$ cat config.mk
export PLATFORM = sky130hd
export DESIGN_NAME = divider_mem_ctrl
export DESIGN_NICKNAME = d
export VERILOG_FILES = /design/src/rtl/divider_mem_ctrl.sv
export SDC_FILE = /design/constraint.sdc
export NUM_CORES = 1
export LEC_CHECK = 0
export ABC_CLOCK_PERIOD_IN_PS = 10200
export CORE_AREA = 2 2 170 172
export CTS_CLUSTER_SIZE = 30
export DETAILED_ROUTE_END_ITERATION = 8
export DIE_AREA = 0 0 172 174
export PLACE_DENSITY = 0.89
export SLEW_MARGIN = 20
export SYNTH_ARGS = -nofsm -noshare
export SYNTH_HDL_FRONTEND = slang
export SYNTH_SLANG_ARGS = --single-unit
$ cat constraint.sdc
create_clock -name clk -period 10.2 [get_ports clk]
set_clock_uncertainty 0.1 [all_clocks]
set_input_delay 1.02 -clock clk [delete_from_list [all_inputs] [get_ports clk]]
set_output_delay 1.02 -clock clk [all_outputs]
set_load 0.1 [all_outputs]
$ cat src/rtl/divider_mem_ctrl.sv
`timescale 1ns / 1ps
// Scratch-memory sequencer for the eight-divider datapath: reads 128-bit line pairs, presents
// them to the dividers, then times the two result write strobes to the datapath's write sequence.
module divider_mem_ctrl #(
  parameter int unsigned ADDR_W = 8
) (
  input  logic              clk,
  input  logic              reset,
  input  logic              start,
  input  logic [ADDR_W-1:0] rd_base,
  input  logic [ADDR_W-1:0] wt_base,
  input  logic [ADDR_W-1:0] num_groups,
  output logic              mem_rd_en,
  output logic [ADDR_W-1:0] mem_rd_addr,
  input  logic [127:0]      mem_rd_data,
  output logic              mem_wt_en,
  output logic [ADDR_W-1:0] mem_wt_addr,
  input  logic [7:0]        div_done,
  output logic [127:0]      sc_mem_rd_data1,
  output logic [127:0]      sc_mem_rd_data2,
  output logic              sc_mem_rd_data_rdy,
  output logic              busy,
  output logic              done
);

  typedef enum logic [3:0] {
    StIdle,
    StRd0,
    StRd1,
    StCap1,
    StPresent,
    StWaitDiv,
    StWrSeq,
    StNext,
    StDone
  } state_e;

  state_e            state_q, state_d;
  logic [ADDR_W-1:0] rd_base_q, rd_base_d;
  logic [ADDR_W-1:0] wt_base_q, wt_base_d;
  logic [ADDR_W-1:0] num_groups_q, num_groups_d;
  logic [ADDR_W-1:0] g_q, g_d, g_inc, g_off;
  logic              arm_q, arm_d;
  logic [2:0]        k_q, k_d;

  logic              rd_en_d, wt_en_d, rdy_d, busy_d, done_d;
  logic [ADDR_W-1:0] rd_addr_d, wt_addr_d;
  logic [127:0]      data1_d, data2_d;

  assign g_inc = g_q + ADDR_W'(1);

  // Sequencing: next state plus the bookkeeping registers.
  always_comb begin
    state_d      = state_q;
    rd_base_d    = rd_base_q;
    wt_base_d    = wt_base_q;
    num_groups_d = num_groups_q;
    g_d          = g_q;
    arm_d        = arm_q;
    k_d          = k_q;
    done_d       = 1'b0;

    unique case (state_q)
      StIdle: begin
        if (start) begin
          rd_base_d    = rd_base;
          wt_base_d    = wt_base;
          num_groups_d = num_groups;
          g_d          = '0;
          state_d      = (num_groups == '0) ? StDone : StRd0;
        end
      end
      StRd0:     state_d = StRd1;
      StRd1:     state_d = StCap1;
      StCap1:    state_d = StPresent;
      StPresent: begin
        arm_d   = 1'b0;
        state_d = StWaitDiv;
      end
      StWaitDiv: begin
        // Only a full set of done flags seen after at least one low flag counts as this group's.
        if (arm_q && (div_done == 8'hFF)) begin
          k_d     = 3'd0;
          state_d = StWrSeq;
        end else if (div_done != 8'hFF) begin
          arm_d = 1'b1;
        end
      end
      StWrSeq: begin
        k_d = k_q + 3'd1;
        if (k_q == 3'd3) begin
          state_d = StNext;
        end
      end
      StNext: begin
        g_d = g_inc;
        if (g_inc == num_groups_q) begin
          done_d  = 1'b1;
          state_d = StIdle;
        end else begin
          state_d = StRd0;
        end
      end
      StDone: begin
        done_d  = 1'b1;
        state_d = StIdle;
      end
      default: state_d = StIdle;
    endcase
  end

  // Registered outputs are computed from the upcoming state so strobes line up with it.
  always_comb begin
    g_off     = {g_d[ADDR_W-2:0], 1'b0};
    rd_en_d   = (state_d == StRd0) || (state_d == StRd1);
    rd_addr_d = '0;
    if (rd_en_d) begin
      rd_addr_d = rd_base_d + g_off + ADDR_W'(state_d == StRd1);
    end
    wt_en_d   = (state_d == StWrSeq) && ((k_d == 3'd0) || (k_d == 3'd3));
    wt_addr_d = '0;
    if (wt_en_d) begin
      wt_addr_d = wt_base_d + g_off + ADDR_W'(k_d == 3'd3);
    end
    rdy_d   = (state_d == StPresent);
    busy_d  = (state_d != StIdle) || done_d;
    data1_d = (state_q == StRd1) ? mem_rd_data : sc_mem_rd_data1;
    data2_d = (state_q == StCap1) ? mem_rd_data : sc_mem_rd_data2;
  end

  always_ff @(posedge clk) begin
    if (reset) begin
      state_q            <= StIdle;
      rd_base_q          <= '0;
      wt_base_q          <= '0;
      num_groups_q       <= '0;
      g_q                <= '0;
      arm_q              <= 1'b0;
      k_q                <= 3'd0;
      mem_rd_en          <= 1'b0;
      mem_rd_addr        <= '0;
      mem_wt_en          <= 1'b0;
      mem_wt_addr        <= '0;
      sc_mem_rd_data1    <= '0;
      sc_mem_rd_data2    <= '0;
      sc_mem_rd_data_rdy <= 1'b0;
      busy               <= 1'b0;
      done               <= 1'b0;
    end else begin
      state_q            <= state_d;
      rd_base_q          <= rd_base_d;
      wt_base_q          <= wt_base_d;
      num_groups_q       <= num_groups_d;
      g_q                <= g_d;
      arm_q              <= arm_d;
      k_q                <= k_d;
      mem_rd_en          <= rd_en_d;
      mem_rd_addr        <= rd_addr_d;
      mem_wt_en          <= wt_en_d;
      mem_wt_addr        <= wt_addr_d;
      sc_mem_rd_data1    <= data1_d;
      sc_mem_rd_data2    <= data2_d;
      sc_mem_rd_data_rdy <= rdy_d;
      busy               <= busy_d;
      done               <= done_d;
    end
  end

endmodule

==> results of run 1 <==
-- critical path: stages --
cell and delay (ns):
clkdlybuf4s50_1 0.42, or4_1 0.57, nor2_2 0.25, o32ai_1 0.14, a31o_2 0.28, nor4_1 0.36, ha_1 0.27, a21oi_1 0.09
o21ai_0 0.34, nor3_1 0.11, o21bai_1 0.17, a21oi_1 0.10, xor2_1 0.14, nor2_1 0.11
-- state kept, by name, indices dropped and copies added (netlist names) --
name	cells
arm_q	1
busy	1
done	1
g_q	8
k_q	3
mem_rd_addr	8
mem_rd_en	1
mem_wt_addr	8
mem_wt_en	1
num_groups_q	8
rd_base_q	8
sc_mem_rd_data1	128
sc_mem_rd_data2	128
sc_mem_rd_data_rdy	1
state_q	4
wt_base_q	8
-- cell usage after synthesis (all sizes together) --
cell type / count
a311oi: 1
o32ai: 1
clkbuf: 95
nand3b: 1
a221oi: 2
a21o: 7
nor2: 43
xor2: 9
fa: 2
inv: 8
a21oi: 297
a311o: 1
nand4: 4
nor4b: 1
or4: 2
nand4b: 1
ha: 17
buf: 7
nand3: 9
nand2: 591
and2: 3
xnor2: 17
o211ai: 1
nor3: 8
nor3b: 2
o22ai: 1
and3: 5
nor2b: 11
nand2b: 2
dfxtp: 317
o31a: 1
o21a: 1
a211oi: 3
o21ai: 18
o2bb2a: 1
o31ai: 3
o21bai: 1
a31o: 1
a31oi: 1
or3: 2
nor4: 3
o41a: 1
-- through the flow --
step	hold slack [ns]	instances	area [um2]
6_report	0.352	2295	17600
5_1_grt	0.367	2295	17600
4_1_cts	0.354	2295	17600
3_5_place_dp	0.346	2233	16400
3_3_place_gp	0.340	2233	16400
2_1_floorplan	0.344	1502	11800
-- power by group through the flow --
stage | Combinational [mW] | Sequential, mW | Clock (mW)
after global routing | 0.988 | 1.36 | 1.37
after floorplan | 0.222 | 1.83 | 0
after detailed placement | 0.941 | 1.38 | 0
after global placement | 0.928 | 1.38 | 0
after CTS | 0.946 | 1.35 | 1.31
final | 0.947 | 1.35 | 1.29
-- cell families (layout without fill, tap and decap cells) --
group,after synthesis,after routing,share of synthesized area (%)
flops,317,317,53.8
compound gates,342,342,15.3
simple gates,688,688,23.3
buf+inv,110,519,3.57
fa+ha+maj,19,19,2.14
xor+xnor,26,26,1.93
-- cell type report --
type                    count  area (um2)
flip-flops and latches    317        6350
multi-input cells        1075        5060
clock buffers              52        1050
fillers                  2287       10700
clock inverters            10         140
well taps                 384         480
inverters                   8        30.0
repair buffers            449        4470
-- worst min path at each step --
| stage | to | slack [ns] |
|---|---|---|
| 2_1_floorplan | rd_base_q[0] | 0.34 |
| 3_5_place_dp | sc_mem_rd_data2[58] | 0.35 |
| 3_3_place_gp | sc_mem_rd_data1[87] | 0.34 |
| 5_1_grt | sc_mem_rd_data1[37] | 0.37 |
| 6_report | sc_mem_rd_data1[7] | 0.35 |
| 4_1_cts | sc_mem_rd_data2[58] | 0.35 |
-- metal layers --
layer  track usage (%)  vias to the layer above
li1                  -                     5663
met1              29.0                     5557
met2              43.1                      535
met3              6.58                      120
met4              11.6                        0
met5                 0                        -
==> reports/summary.txt, run 1 <==
first-pass GRT wire length = 60.0 mm
All-Layer GR Usage = 25.1%
Final Critical Period = 4.06 ns
setup bufs post-CTS = 0
number of global-route vias before repair = 11,400
part of the power in registers = 37.7%
number of diodes = 0
TritonCTS Buffers = 34
share of the synthesized area in the top cell type = 53.8%
Setup Crit Path Kind = in -> reg
FF+latch count, synth = 317
Switching Power = 1.25 mW
largest net degree at the start of global routing = 103
DIE HEIGHT = 174 um
PwrDens = 204 nW/um2
Yosys top cell by area = dfxtp_1
layout cells sized above 1 = 4.24%
CTS sink count = 317
First-pass DRT Iterations = 7
most common cell after layout, fill and taps aside = nand2_1
Layout Nets = 2,067
DR vias = 11,900
max cap viols = 0
met2 wire len = 19.0 mm
CTS tree = yes
final period utilization = 39.8%
GPL Wtd Cong = 0.879
yosys warns = 0
Hold Path Origin = sc_mem_rd_data1[7]
H-tree lvl count = 2
register area share after synthesis = 53.8%
Initial Utilization = 41.8%
WP data arrival = 4.39 ns
synthesized cell area = 11,800 um2
Hold Crit Depth = 2
pre-CTS setup slack = 5.69 ns
Power, Total = 3.59 mW
CP startpoint = num_groups[7]
Vias/cell = 5.17
relative slew slack = 21.1%
full die area = 29,900 um2
Worst setup SP type = input port
Root Buffer Master = clkbuf_16
reg2reg setup slack = 6.25 ns
initial antenna violation count = 0
met1 WL = 15.0 mm
FMAX = 246 MHz
Hold Buf Count CTS = 0
worst r2r src = state_q[2]
Worst-path clk slew = 0.06 ns
Setup crit end kind = flip-flop
Internal Power = 2.34 mW
worst-skew pair later-pin latency = 0.50 ns
clk buf depth = 3
Area Growth Syn to Fin = 49.0%
crit-path max FO = 7
DRC violations left = 0
Unique masters post-synth = 52
global route overflow = 0
most frequent cells in the layout = 590 x nand2_1, 438 x clkdlybuf4s50_1, 317 x dfxtp_1
PortBufs = 439
Hold Vio Cnt, Final = 0
row cnt = 62
HPWL Detailed = 26.5 mm
Core ar. = 28,200 um2
worst ir drop on vdd = 0.000150 V
total wire length = 39.1 mm
final core occ = 62.3%
RSZ-0062 raised after global routing = no
routed length per instance = 17.0 um
Antenna Nets Post-Route = 0
Iteration-0 DRC Markers = 958
Avg Cell Area, Syn = 7.85 um2
Setup TNS Final = 0 ns
DR WL met3 = 3.15 mm
final setup fails = 0
largest cells by area after synthesis = dfxtp_1 54%, nand2_1 19%, a21oi_1 13%, clkbuf_1 3.0%, ha_1 1.8%
DIE WIDTH = 172 um
Leak = 6.19 nW
Logic pwr share = 26.4%
outcome = completed
setup ws final = 6.14 ns
Worst EP required = 10.53 ns
Max Slew Vio Count = 0
I/O pins = 440
Clock Power Share = 35.9%
cells after synthesis = 1,502
Slew @ Worst Pin = 1.18 ns
post_cts resized = 0
Max Used Layer = met4
R2R cell count = 11
Hold Path Class = reg -> reg
switching part of the total = 34.8%
Net Count, Synth = 1,684
worst r2r dst = mem_rd_addr[7]
crit path to = mem_rd_addr[7]
No activity file was read; power rests on OpenSTA's default activity.
==> run 2, diff against run 1 <==
Settings changed: ABC_CLOCK_PERIOD_IN_PS 10200 to 4200, CORE_AREA 2 2 170 172 to 2 2 172 174, DIE_AREA 0 0 172 174 to 0 0 174 176, PLACE_DENSITY 0.89 to 0.87.
Clock period 10.2 ns to 4.2 ns, I/O delays scaled along.
==> reports/summary.txt, run 2 (synthesis gave the netlist of run 1 again) <==
final period utilization = 89.2%
CTS tree = yes (unchanged)
Clock Power Share = 35.1% (was 35.9%)
Core ar. = 28,500 um2 (was 28,200 um2)
crit-path max FO = 12 (was 7)
worst r2r dst = mem_rd_addr[6] (was mem_rd_addr[7])
number of diodes = 0 (unchanged)
Worst-path clk slew = 0.06 ns (about the same)
Iteration-0 DRC Markers = 828 (was 958)
Hold Path Origin = sc_mem_rd_data2[115] (was sc_mem_rd_data1[7])
HPWL Detailed = 27.4 mm (was 26.5 mm)
Setup crit end kind = flip-flop (unchanged)
Slew @ Worst Pin = 1.13 ns (was 1.18 ns)
most frequent cells in the layout = 590 x nand2_1, 438 x clkdlybuf4s50_1, 317 x dfxtp_1 (unchanged)
Hold Path Class = reg -> reg (unchanged)
row cnt = 62 (unchanged)
Setup TNS Final = 0 ns (unchanged)
Multi-input gate area = 5060 um2 (unchanged)
switching part of the total = 35.0% (was 34.8%)
initial antenna violation count = 0 (unchanged)
biggest regs = sc_mem_rd_data1 (128), sc_mem_rd_data2 (128) (unchanged)
setup bufs post-CTS = 0 (unchanged)
Hold Crit Depth = 2 (unchanged)
worst r2r src = state_q[2] (unchanged)
layout cells sized above 1 = 4.14% (was 4.24%)
PwrDens = 491 nW/um2 (was 204 nW/um2)
Hold Path End = sc_mem_rd_data2[115] (was sc_mem_rd_data1[7])
DR vias = 11,800 (was 11,900)
PortBufs = 439 (unchanged)
CTS sink count = 317 (unchanged)
Setup Crit Path Kind = reg -> reg (was in -> reg)
Internal Power = 5.60 mW (was 2.34 mW)
Power, Total = 8.62 mW (was 3.59 mW)
sequential cell area = 6350 um2 (unchanged)
DRC violations left = 0 (unchanged)
part of the power in registers = 38.2% (was 37.7%)
Hold Vio Cnt, Final = 0 (unchanged)
Logic pwr share = 26.7% (was 26.4%)
Max Slew Vio Count = 0 (unchanged)
final core occ = 61.5% (was 62.3%)
Leak = 6.19 nW (about the same)
Vias/cell = 5.13 (was 5.17)
Area Growth Syn to Fin = 48.7% (was 49.0%)
outcome = completed (unchanged)
Initial Utilization = 41.3% (was 41.8%)
Antenna Nets Post-Route = 0 (unchanged)
full die area = 30,600 um2 (was 29,900 um2)
relative slew slack = 24.7% (was 21.1%)
max cap viols = 0 (unchanged)
First-pass DRT Iterations = 5 (was 7)
layout filler cell count = 2,390 (was 2,287)
first-pass GRT wire length = 61.1 mm (was 60.0 mm)
Root Buffer Master = clkbuf_16 (unchanged)
Worst EP required = 4.48 ns (was 10.53 ns)
R2R cell count = 12 (was 11)
DIE HEIGHT = 176 um (was 174 um)
Layout Nets = 2,069 (was 2,067)
RSZ-0062 raised after global routing = no (unchanged)
FMAX = 267 MHz
WP data arrival = 4.03 ns (was 4.39 ns)
post_cts resized = 0 (unchanged)
worst-skew pair later-pin latency = 0.50 ns (about the same)
TritonCTS Buffers = 35 (was 34)
Hold Buf Count CTS = 0 (unchanged)
H-tree lvl count = 2 (unchanged)
global route overflow = 0 (unchanged)
largest net degree at the start of global routing = 112 (was 103)
I/O pins = 440 (unchanged)
Final Critical Period = 3.74 ns
worst ir drop on vdd = 0.000396 V (was 0.000150 V)
reg2reg setup slack = 0.46 ns (was 6.25 ns)
number of global-route vias before repair = 11,600 (was 11,400)
DIE WIDTH = 174 um (was 172 um)
total wire length = 39.5 mm (was 39.1 mm)
clk buf depth = 3 (unchanged)
routed length per instance = 17.2 um (was 17.0 um)
All-Layer GR Usage = 24.7% (was 25.1%)
GPL Wtd Cong = 0.881 (was 0.879)
final setup fails = 0 (unchanged)
most common cell after layout, fill and taps aside = nand2_1 (unchanged)
Switching Power = 3.02 mW (was 1.25 mW)
Worst setup SP type = flip-flop (was input port)
## run 2: changes by cell type in the layout (fill, tap and decap cells not counted)
cell	before	now
buf_12	0	1
buf_4	10	9
buf_6	0	1
bufinv_16	3	2
clkbuf_1	8	7
clkbuf_8	8	7
clkinv_2	1	4
clkinv_4	0	1
clkinvlp_4	6	1
## run 2: metal layers
metal | GRT usage (%) | share of wire [%]
met3 | 6.57 | 8.3
met2 | 43.7 | 50
met4 | 10.2 | 4.1
met5 | 0 | 0
met1 | 28.3 | 38
## run 2: how the worst max path moves through the flow
stage / startpoint / to / slack [ns] / cells after the start
floorplan: state_q[2] / mem_wt_addr[7] / 0.99 / 13
global placement: num_groups[0] / mem_rd_addr[7] / 0.38 / 14
detailed placement: num_groups[0] / mem_rd_addr[7] / 0.33 / 14
CTS: state_q[1] / mem_rd_addr[6] / 0.50 / 12
global route: state_q[1] / mem_wt_addr[7] / 0.27 / 13
finish: state_q[2] / mem_rd_addr[6] / 0.46 / 12
## run 2: final cells by class
| class | instances | area share, % |
|---|---|---|
| Multi-Input combinational cell | 1075 | 28.8 |
| Tap cell | 384 | 2.74 |
| Timing Repair Buffer | 450 | 25.6 |
| Clock buffer | 50 | 5.90 |
| Inverter | 8 | 0.171 |
| Sequential cell | 317 | 36.2 |
| Clock inverter | 8 | 0.549 |
## run 2: power by group through the flow
stage	Combinational [mW]	Sequential (mW)	Clock [mW]
after floorplan	0.538	4.44	0
after global placement	2.27	3.34	0
after detailed placement	2.29	3.35	0
after CTS	2.30	3.29	3.08
after global routing	2.41	3.31	3.21
final	2.30	3.29	3.02
## run 2: critical path, stage by stage, from the launching register on
cell and delay (ns):
dfxtp_1 0.59, nand2_1 0.20, nor2_1 0.43, nor2_1 0.23, nand2_1 0.11, o21ai_0 0.37, fa_1 0.59, a21o_1 0.19
a21o_1 0.21, a21o_1 0.19, a21oi_1 0.20, xor2_1 0.16, nor2_1 0.06
## run 2: stage by stage
| stage | hold slack (ns) | instances | setup WS [ns] | cell area, um2 |
|---|---|---|---|---|
| after floorplan | 0.344 | 1502 | 0.990 | 11800 |
| after global routing | 0.363 | 2292 | 0.266 | 17500 |
| after global placement | 0.340 | 2234 | 0.381 | 16400 |
| after CTS | 0.353 | 2292 | 0.503 | 17500 |
| final | 0.351 | 2292 | 0.456 | 17500 |
| after detailed placement | 0.345 | 2234 | 0.334 | 16400 |
==> run 3, diff against run 2 <==
Settings changed: ABC_CLOCK_PERIOD_IN_PS 4200 to 3400, CORE_AREA 2 2 172 174 to unset, CORE_MARGIN set to 2, CORE_UTILIZATION set to 40, DIE_AREA 0 0 174 176 to unset, GPL_ROUTABILITY_DRIVEN set to 0, PLACE_DENSITY 0.87 to 0.88.
Clock period 4.2 ns to 3.4 ns, I/O delays scaled along.
==> reports/summary.txt, run 3 (synthesis gave the netlist of run 1 again) <==
row cnt = 62 (unchanged)
routed length per instance = 17.1 um (was 17.2 um)
Antenna Nets Post-Route = 0 (unchanged)
most common cell after layout, fill and taps aside = nand2_1 (unchanged)
Final Critical Period = 3.26 ns (was 3.74 ns)
delay-heaviest family, CP = compound AO/OA/AOI/OAI gates (unchanged)
PortBufs = 439 (unchanged)
PwrDens = 601 nW/um2 (was 491 nW/um2)
clk buf depth = 3 (unchanged)
DIE WIDTH = 176 um (was 174 um)
H-tree lvl count = 2 (unchanged)
number of global-route vias before repair = 11,800 (was 11,600)
DR WL met3 = 3.35 mm (was 3.29 mm)
total wire length = 39.6 mm (was 39.5 mm)
Core ar. = 28,900 um2 (was 28,500 um2)
met1 WL = 14.7 mm (was 14.8 mm)
Max Slew Vio Count = 0 (unchanged)
reg2reg setup slack = 0.14 ns (was 0.46 ns)
Worst-path clk slew = 0.06 ns (about the same)
DIE HEIGHT = 176 um (about the same)
biggest regs = sc_mem_rd_data1 (128), sc_mem_rd_data2 (128) (unchanged)
Slew @ Worst Pin = 1.08 ns (was 1.13 ns)
layout cells sized above 1 = 5.55% (was 4.14%)
global route overflow = 0 (unchanged)
WP data arrival = 3.54 ns (was 4.03 ns)
Leak = 6.30 nW (was 6.19 nW)
All-Layer GR Usage = 24.5% (was 24.7%)
Hold Path Origin = reset (was sc_mem_rd_data2[115])
CP max-delay cell = fa_2 (was dfxtp_1)
Setup Crit Path Kind = reg -> reg (unchanged)
Hold Path End = g_q[1] (was sc_mem_rd_data2[115])
Iteration-0 DRC Markers = 881 (was 828)
outcome = completed (unchanged)
CP cell instances = ha_1, ha_1, nand3b_1, o21ai_0, o32ai_1, a31o_2, nor4_1, buf_4, ha_1, fa_2, a21o_1, a21o_1, a21o_1, a21oi_2, xor2_1, nor2_1 (was nand2_1, nor2_1, nor2_1, nand2_1, o21ai_0, fa_1, a21o_1, a21o_1, a21o_1, a21oi_1, xor2_1, nor2_1)
final period utilization = 95.9% (was 89.2%)
First-pass DRT Iterations = 5 (unchanged)
final setup fails = 0 (unchanged)
HPWL Detailed = 27.2 mm (was 27.4 mm)
largest net degree at the start of global routing = 168 (was 112)
initial antenna violation count = 0 (unchanged)
max cap viols = 0 (unchanged)
Hold Vio Cnt, Final = 0 (unchanged)
layout filler cell count = 2,349 (was 2,390)
worst ir drop on vdd = 0.000467 V (was 0.000396 V)
TritonCTS Buffers = 35 (unchanged)
crit-path max FO = 3 (was 12)
number of diodes = 0 (unchanged)
FMAX = 307 MHz (was 267 MHz)
largest stage delay on the critical path = 0.35 ns (was 0.59 ns)
Worst setup SP type = flip-flop (unchanged)
CTS sink count = 317 (unchanged)
Initial Utilization = 40.9% (was 41.3%)
I/O pins = 440 (unchanged)
Area Growth Syn to Fin = 50.2% (was 48.7%)
worst r2r dst = mem_rd_addr[6] (unchanged)
full die area = 30,900 um2 (was 30,600 um2)
met2 wire len = 19.5 mm (was 19.7 mm)
worst-skew pair later-pin latency = 0.50 ns (about the same)
Hold Crit Depth = 2 (unchanged)
Worst EP required = 3.68 ns (was 4.48 ns)
CP startpoint = k_q[1] (was state_q[2])
R2R cell count = 16 (was 12)
DR vias = 11,900 (was 11,800)
first-pass GRT wire length = 61.3 mm (was 61.1 mm)
Hold Slack = 0.110 ns (was 0.351 ns)
CTS tree = yes (unchanged)
Vias/cell = 5.13 (about the same)
relative slew slack = 27.6% (was 24.7%)
Max Used Layer = met4 (unchanged)
Hold Path Class = in -> reg (was reg -> reg)
Root Buffer Master = clkbuf_16 (unchanged)
DRC violations left = 0 (unchanged)
most frequent cells in the layout = 590 x nand2_1, 437 x clkdlybuf4s50_1, 315 x dfxtp_1 (was 590 x nand2_1, 438 x clkdlybuf4s50_1, 317 x dfxtp_1)
Setup crit end kind = flip-flop (unchanged)
worst r2r src = k_q[1] (was state_q[2])
WP buf/inv = 1 (was 0)
Layout Nets = 2,087 (was 2,069)
Setup TNS Final = 0 ns (unchanged)
==> run 3: cell types whose count changed in the layout (fill, tap and decap cells not counted), sizes merged <==
| cell | delta |
|---|---|
| clkdlybuf4s50 | -1 |
| clkinvlp | +1 |
| bufinv | -2 |
| buf | +19 |
| clkbuf | +2 |
| inv | +1 |
==> run 3: area by class of cell <==
| cell class | count | area (um2) | share of cell area, % |
|---|---|---|---|
| Clock buffer | 52 | 1080 | 6.11 |
| Clock inverter | 8 | 48.8 | 0.275 |
| Inverter | 8 | 30.0 | 0.169 |
| Multi-Input combinational cell | 1075 | 5070 | 28.6 |
| Sequential cell | 317 | 6350 | 35.8 |
| Tap cell | 384 | 480 | 2.71 |
| Timing Repair Buffer | 468 | 4660 | 26.3 |
==> run 3: worst max path at each step <==
stage	to	slack [ns]	cells after the start
after floorplan	mem_wt_addr[7]	0.19	13
after global placement	mem_rd_addr[7]	-0.14	15
after detailed placement	mem_rd_addr[7]	-0.26	15
after CTS	mem_rd_addr[6]	0.13	16
after global routing	mem_rd_addr[6]	-0.04	16
final	mem_rd_addr[6]	0.14	16
==> run 3: power by group <==
group	internal, mW	switching [mW]
Combinational	0.742	2.14
Sequential	3.94	0.125
Clock	2.20	1.50
Total	6.88	3.76
==> run 3: what timing repair did <==
item	4_1_cts	5_1_grt
endpoints found under the setup margin	2	3
pin swaps	0	1
buffers inserted	0	0
gates resized for setup	1	6
hold buffers	0	0
gates cloned	0	0
==> run 3: through the flow <==
step | instances | utilization (%) | setup slack (ns) | cell area [um2] | total power, mW
after floorplan | 1502 | - | 0.190 | 11800 | 6.15
after global placement | 2252 | 57.5 | -0.143 | 16600 | 6.97
after detailed placement | 2252 | 57.5 | -0.259 | 16600 | 7.01
after CTS | 2312 | 61.4 | 0.128 | 17700 | 10.7
after global routing | 2312 | 61.4 | -0.0380 | 17700 | 11.0
final | 2312 | 61.4 | 0.138 | 17700 | 10.6
==> run 3: per-layer routing <==
metal  GRT usage, %  up-vias
met4           12.1        0
met1           27.9     5511
met2           42.7      526
li1               -     5705
met5              0        -
met3           6.32      129
